## config.mk

```make
export PLATFORM = sky130hd
export DESIGN_NAME = mac_seq_ctrl
export DESIGN_NICKNAME = d
export VERILOG_FILES = /design/src/rtl/mac_seq_ctrl.sv
export SDC_FILE = /design/constraint.sdc
export NUM_CORES = 1
export LEC_CHECK = 0
export BUFFER_PORTS_ARGS = -buffer_cell sky130_fd_sc_hd__buf_2
export CAP_MARGIN = 20
export CORE_MARGIN = 8
export CORE_UTILIZATION = 50
export DETAILED_ROUTE_END_ITERATION = 12
export PLACE_DENSITY = 0.7
export SYNTH_ARGS = -nofsm -noshare
export SYNTH_HDL_FRONTEND = slang
export SYNTH_SLANG_ARGS = --single-unit
```

## constraint.sdc

```tcl
create_clock -name clk -period 10.95 [get_ports clk]
set_input_delay 0 -clock clk [delete_from_list [all_inputs] [get_ports clk]]
set_output_delay 0 -clock clk [all_outputs]
set_load 0.01 [all_outputs]
```

## src/rtl/mac_seq_ctrl.sv

```systemverilog
// rtl/mac_seq_ctrl.sv - run sequencer for a row x col MAC array fed from single-port SRAM
// Issues kernel-load reads, one gap cycle, execute reads and a drain window, then pulses done.
module mac_seq_ctrl #(
  parameter int row     = 8,
  parameter int col     = 8,
  parameter int addr_bw = 11
) (
  input  logic               clk,
  input  logic               reset,
  input  logic               start,
  input  logic [7:0]         len,
  input  logic [addr_bw-1:0] k_base,
  input  logic [addr_bw-1:0] x_base,
  input  logic               stall,
  output logic               rd_en,
  output logic [addr_bw-1:0] rd_addr,
  output logic [1:0]         inst_w,
  output logic               busy,
  output logic               done
);

  localparam int CW = 16;

  typedef enum logic [2:0] {
    S_IDLE  = 3'd0,
    S_KLOAD = 3'd1,
    S_GAP   = 3'd2,
    S_EXEC  = 3'd3,
    S_DRAIN = 3'd4,
    S_DONE  = 3'd5
  } state_e;

  state_e             state_q, state_d;
  logic [CW-1:0]      cnt_q, cnt_d;
  logic [7:0]         len_q, len_d;
  logic [addr_bw-1:0] k_base_q, k_base_d;
  logic [addr_bw-1:0] x_base_q, x_base_d;
  logic [1:0]         inst_w_q, inst_w_d;

  always_ff @(posedge clk) begin
    if (!reset) begin
      state_q  <= S_IDLE;
      cnt_q    <= '0;
      len_q    <= '0;
      k_base_q <= '0;
      x_base_q <= '0;
      inst_w_q <= 2'b00;
    end else begin
      state_q  <= state_d;
      cnt_q    <= cnt_d;
      len_q    <= len_d;
      k_base_q <= k_base_d;
      x_base_q <= x_base_d;
      inst_w_q <= inst_w_d;
    end
  end

  // One shared counter indexes kernel rows, execute vectors and drain cycles in turn.
  always_comb begin
    state_d  = state_q;
    cnt_d    = cnt_q;
    len_d    = len_q;
    k_base_d = k_base_q;
    x_base_d = x_base_q;
    case (state_q)
      S_IDLE: begin
        if (start) begin
          state_d  = S_KLOAD;
          cnt_d    = '0;
          len_d    = len;
          k_base_d = k_base;
          x_base_d = x_base;
        end
      end
      S_KLOAD: begin
        if (!stall) begin
          if (cnt_q == CW'(row - 1)) begin
            state_d = S_GAP;
            cnt_d   = '0;
          end else begin
            cnt_d = cnt_q + CW'(1);
          end
        end
      end
      S_GAP: begin
        state_d = (len_q != 8'd0) ? S_EXEC : S_DRAIN;
        cnt_d   = '0;
      end
      S_EXEC: begin
        if (!stall) begin
          if (cnt_q == CW'(len_q) - CW'(1)) begin
            state_d = S_DRAIN;
            cnt_d   = '0;
          end else begin
            cnt_d = cnt_q + CW'(1);
          end
        end
      end
      S_DRAIN: begin
        if (!stall) begin
          if (cnt_q == CW'(row + col - 1)) begin
            state_d = S_DONE;
            cnt_d   = '0;
          end else begin
            cnt_d = cnt_q + CW'(1);
          end
        end
      end
      S_DONE: begin
        state_d = S_IDLE;
      end
      default: begin
        state_d = S_IDLE;
        cnt_d   = '0;
      end
    endcase
  end

  // inst_w lags the read strobe by one cycle to line up with SRAM read data.
  always_comb begin
    rd_en    = 1'b0;
    rd_addr  = '0;
    busy     = 1'b0;
    done     = 1'b0;
    inst_w_d = 2'b00;
    case (state_q)
      S_KLOAD: begin
        busy     = 1'b1;
        rd_en    = !stall;
        rd_addr  = k_base_q + addr_bw'(cnt_q);
        inst_w_d = {1'b0, !stall};
      end
      S_GAP: begin
        busy = 1'b1;
      end
      S_EXEC: begin
        busy     = 1'b1;
        rd_en    = !stall;
        rd_addr  = x_base_q + addr_bw'(cnt_q);
        inst_w_d = {!stall, 1'b0};
      end
      S_DRAIN: begin
        busy = 1'b1;
      end
      S_DONE: begin
        done = 1'b1;
      end
      default: begin
        busy = 1'b0;
      end
    endcase
  end

  assign inst_w = inst_w_q;

endmodule

```

# Word level (Yosys, flattened, before mapping)
# Index checks and enable logic that the tools add are counted.
# classes
eq_ne,15
n_mux,22
addsub,4
bitwise,1
n_reduce_logical,8
# op_table
cell,count
$mux 16,7
$pmux 16 s5,1
$mux 3,8
$add 11x11->11,2
$pmux 11 s2,1
$add 16x1->16 const B,1
$eq 16x16->1,1
$eq 16x3->1 const B,1
$eq 16x4->1 const B,1
$pmux 3 s5,1
$ne 2x2->1 const B,7
$sub 8x1->9 const B,1
$reduce_bool 8->1,1
$reduce_and 7->1,1
$eq 3x2->1 const B,2
$eq 3x3->1 const B,2
$reduce_and 5->1,1
$pmux 2 s2,1
$reduce_or 4->1,1
$eq 3x1->1 const B,1
$logic_not 3->1,1
$mux 1,3
$reduce_and 2->1,1
$reduce_or 2->1,1
other kinds (2),2
# totals
input_bits,34
reg_bits,51

# Depth between registers and ports, before layout
# depth
ltp_word,5
mapped_depth,15
ltp_nobuf,13

# Worst setup path before layout
# Ideal clock, no wire load.
# synth_path
kind,register to output
from,reg state_q[2]
to,out rd_addr[10]
arrival_ns,3.568
path_stages_with_launch,15
path_slack_ns,7.382
cell_sequence,dfxtp_1 -> clkbuf_1 -> nor2_1 -> nand2_1 -> buf_1 -> mux2_2 -> ha_1 -> fa_1 -> a21o_1 -> a21oi_1 -> o21bai_1 -> a2111o_1 -> a41oi_1 -> xnor2_1 -> nor2_1
# synth_via
elab_chain_cells,2
elab_cells_between_ends,3
# synth_lines
element,line_no,rtl
start: declaration,33,"state_e state_q, state_d;"
start signal: assignment,49,state_q <= state_d;
$eq 3x2->1 or $eq 3x1->1 (tied branches),126,case (state_q)
$pmux 11 s2 (*),126,
end: declaration,16,"output logic [addr_bw-1:0] rd_addr,"
# Mark *: on every way between the ends. The rest lies on a longest branch, timed or not.

# Worst setup path after layout
# layout_path
from,reg state_q[0]
to,out rd_addr[10]
# Same word-level chain as after synthesis.

==> run metrics <==
status=completed; endpoints failing setup=0; Unique masters post-synth=58; I/O pins=50; Seq pwr share=38.7%; type of origin of the critical path=flip-flop; Resized Gates After CTS=0; pin count of the biggest net entering global routing=38; WP data arrival=4.48 ns; Final ANT Viol Nets=0; detailed placer's ending HPWL=5.787 mm; sw frac=41.06%; post-route minimum period=4.481 ns; Max Clock Skew=0.009974 ns; worst hold endpoint=cnt_q[8]$_SDFFE_PN0P_; Starting DRT DRC Count=167; most frequent CP cell=nor2_1; EDFF count, synth=0; highest cell delay on the worst timing path=0.62 ns; measured slew at the worst slew-check pin=0.6453 ns; crit path kind=flip-flop to output pin; combinational share of power=41.8%; #FFs+latches synth=51; post-synthesis sequential area ratio=32.19%; cell area after synthesis=3172 um2; worst-path fanout max=14; initial antenna violation count=0; buffer depth of the longest clock path=2; RSZ-0062 raised after global routing=no; R2R cell count=9; CP top delay family=compound AO/OA/AOI/OAI gates; hold crit path type=primary input to flip-flop; Synth area leader=dfxtp_1; placeable core region=6241 um2; mean post-synth cell area=8.154 um2; number of synthesis warnings=0; Switch Pwr=0.2553 mW; final hold vios=0; Worst EP required=10.95 ns; normalized max-slew margin=55.87%; R2R Path Start=len_q[0]$_SDFFE_PN0P_; period utilisation layout=40.92%; largest vdd supply drop=0.1017 mV; first-pass GRT wire length=13.87 mm; GPL Wtd Cong=0.8846; slowest CP cell=dfxtp_1; ys flop type=dfxtp_1; syn_nets=436; top-count cell post-synth=nand2_1; DRT Pass-1 Iters=4; CTS H-tree depth=2; Worst path depth=14; reg2reg end=cnt_q[15]$_SDFFE_PN0P_; Die Wd=95.65 um; clock-pin slew on the worst setup and hold paths=0.11 ns; CTS buffer count=5; grt total ovfl=0; Port Buf Inserts=49; Hold Path Depth=3; Peak Freq=0.2232 GHz; CP Buf/Inv Count=2; Skew-Pair Late Insertion Delay=0.32 ns; GRT Util Overall=18.99%; Routed WL per cell=15.27 um; Die H=95.65 um; DRC viols=0; clock sink count=51; Via Count=3,019; diode count=0; Root Buffer Master=clkbuf_8; hold path start=stall; Slew Limit Fails=0; asr flop ratio synth=0%; vias in the first global route=2,930; CTS tree=built; top cells by count, synth=nand2_1 (78), dfxtp_1 (51), a21boi_0 (31); Syn Inst Count=389; setup bufs post-CTS=0; Die ar.=9148 um2; Pwr per Cell Area=161.8 nW/um2; cells taking the most area after synthesis=dfxtp_1 (32%), nand2_1 (9.2%), a21boi_0 (7.3%); total chip power=0.6217 mW; Crit. End Element=output pin; FP Rows=29; # nets final=504; CP Cell Sequence=inv_1, nor2_1, nand2_1, mux2_2, ha_1, fa_1, a21o_1, a21oi_1, o21bai_1, a2111o_1, a41oi_1, xnor2_1, nor2_1, buf_2; WL final=8.171 mm; Sum Neg Setup Slack=0 ns; Clock power frac=19.5%; Layout area overhead=21.18%; detailed-route vias per instance=5.643; share of layout cells above drive strength 1=18.34%; Pleak=1.667 nW; internal cell power=0.3665 mW; Yosys top cell area share=32.19%; Initial Util=50.82%; Max-cap violations=0; R2R Setup Slk=8.14 ns
worst max-delay path by stage:
stage	startpoint	to	slack, ns
finish	state_q[0]$_SDFFE_PN0P_	rd_addr[10]	6.47
floorplan	state_q[2]$_SDFFE_PN0P_	rd_addr[10]	7.38
CTS	state_q[0]$_SDFFE_PN0P_	rd_addr[10]	6.56
global placement	state_q[0]$_SDFFE_PN0P_	rd_addr[10]	7.18
detailed placement	state_q[0]$_SDFFE_PN0P_	rd_addr[10]	6.97
global route	state_q[0]$_SDFFE_PN0P_	rd_addr[10]	6.18
cell families (layout without fill, tap and decap cells):
| group | Yosys count | after routing | share of synthesized area [%] |
|---|---|---|---|
| and+or+nand+nor | 163 | 163 | 24.97 |
| AOI/OAI and AO/OA | 97 | 97 | 22.60 |
| DFF | 51 | 51 | 32.19 |
| buffers and inverters | 30 | 99 | 4.181 |
| xor gates and xnor gates | 20 | 20 | 5.523 |
| muxes | 15 | 15 | 5.168 |
| adders and majority gates | 13 | 13 | 5.365 |
power by group through the flow:
| stage | clock, mW | sequential [mW] | combinational (mW) |
|---|---|---|---|
| floorplan | 0 | 0.230 | 0.200 |
| global placement | 0 | 0.243 | 0.240 |
| detailed placement | 0 | 0.244 | 0.250 |
| CTS | 0.123 | 0.240 | 0.259 |
| global route | 0.129 | 0.244 | 0.292 |
| finish | 0.121 | 0.240 | 0.260 |
placed cells by master, fill, tap and decap left out, types with 4 or more instances in the layout:
cell type / count
mux2_2: 11
mux2i_1: 4
nand3_1: 10
o21ai_1: 4
a21o_1: 5
nor2b_1: 5
a21oi_1: 13
a22o_1: 11
xor2_1: 6
a21boi_0: 31
o21bai_1: 4
nor4_1: 5
buf_2: 49
nor3_1: 7
ha_1: 12
dfxtp_1: 51
o21ai_0: 8
inv_1: 10
xnor2_1: 14
nand2_1: 78
nand2b_1: 4
nor2_1: 27
clkbuf_8: 5
and2_1: 4
and3_1: 7
dlygate4sd3_1: 30
worst register-to-register path, stage by stage (launching register included):
cell,delay [ns]
dfxtp_1,0.37
inv_1,0.08
ha_1,0.19
or3b_4,0.41
xnor2_1,0.18
mux2i_1,0.40
nand3_1,0.21
o211ai_4,0.44
o21ai_0,0.18
a22o_1,0.25
state kept, by name, summed over array words and instances, names as in the netlist:
signal    flops
len_q         8
cnt_q        16
state_q       3
k_base_q     11
x_base_q     11
inst_w        2
through the flow:
stage	cells	worst slack, ns	cell area (um2)	util, %	hold WS, ns
floorplan	389	7.382	3172	-	0.04753
CTS	535	6.557	3844	61.59	0.1151
global placement	496	7.179	3432	54.99	0.2512
global route	535	6.179	3844	61.59	0.1352
finish	535	6.469	3844	61.59	0.1151
detailed placement	497	6.975	3447	55.23	0.2594
cell type report:
cell class | instances | area [um2]
fillers | 555 | 2397
well taps | 77 | 96.34
flip-flops and latches | 51 | 1021
clock inverters | 3 | 27.53
inverters | 10 | 37.54
clock buffers | 5 | 68.82
multi-input cells | 308 | 2024
repair buffers | 81 | 568.0
per-layer routing:
metal	vias up	GRT usage [%]	part of all wire, %
met5	-	0	0
met1	1425	23.78	46
met4	0	6.658	1.6
li1	1505	-	-
met2	76	31.66	47
met3	13	3.701	5.2
what timing repair did:
item | CTS | global route
hold endpoints to repair | 30 | 0
setup endpoints to repair | 0 | 0
hold buffers | 30 | 0
Power figures use the tool's default switching activity.
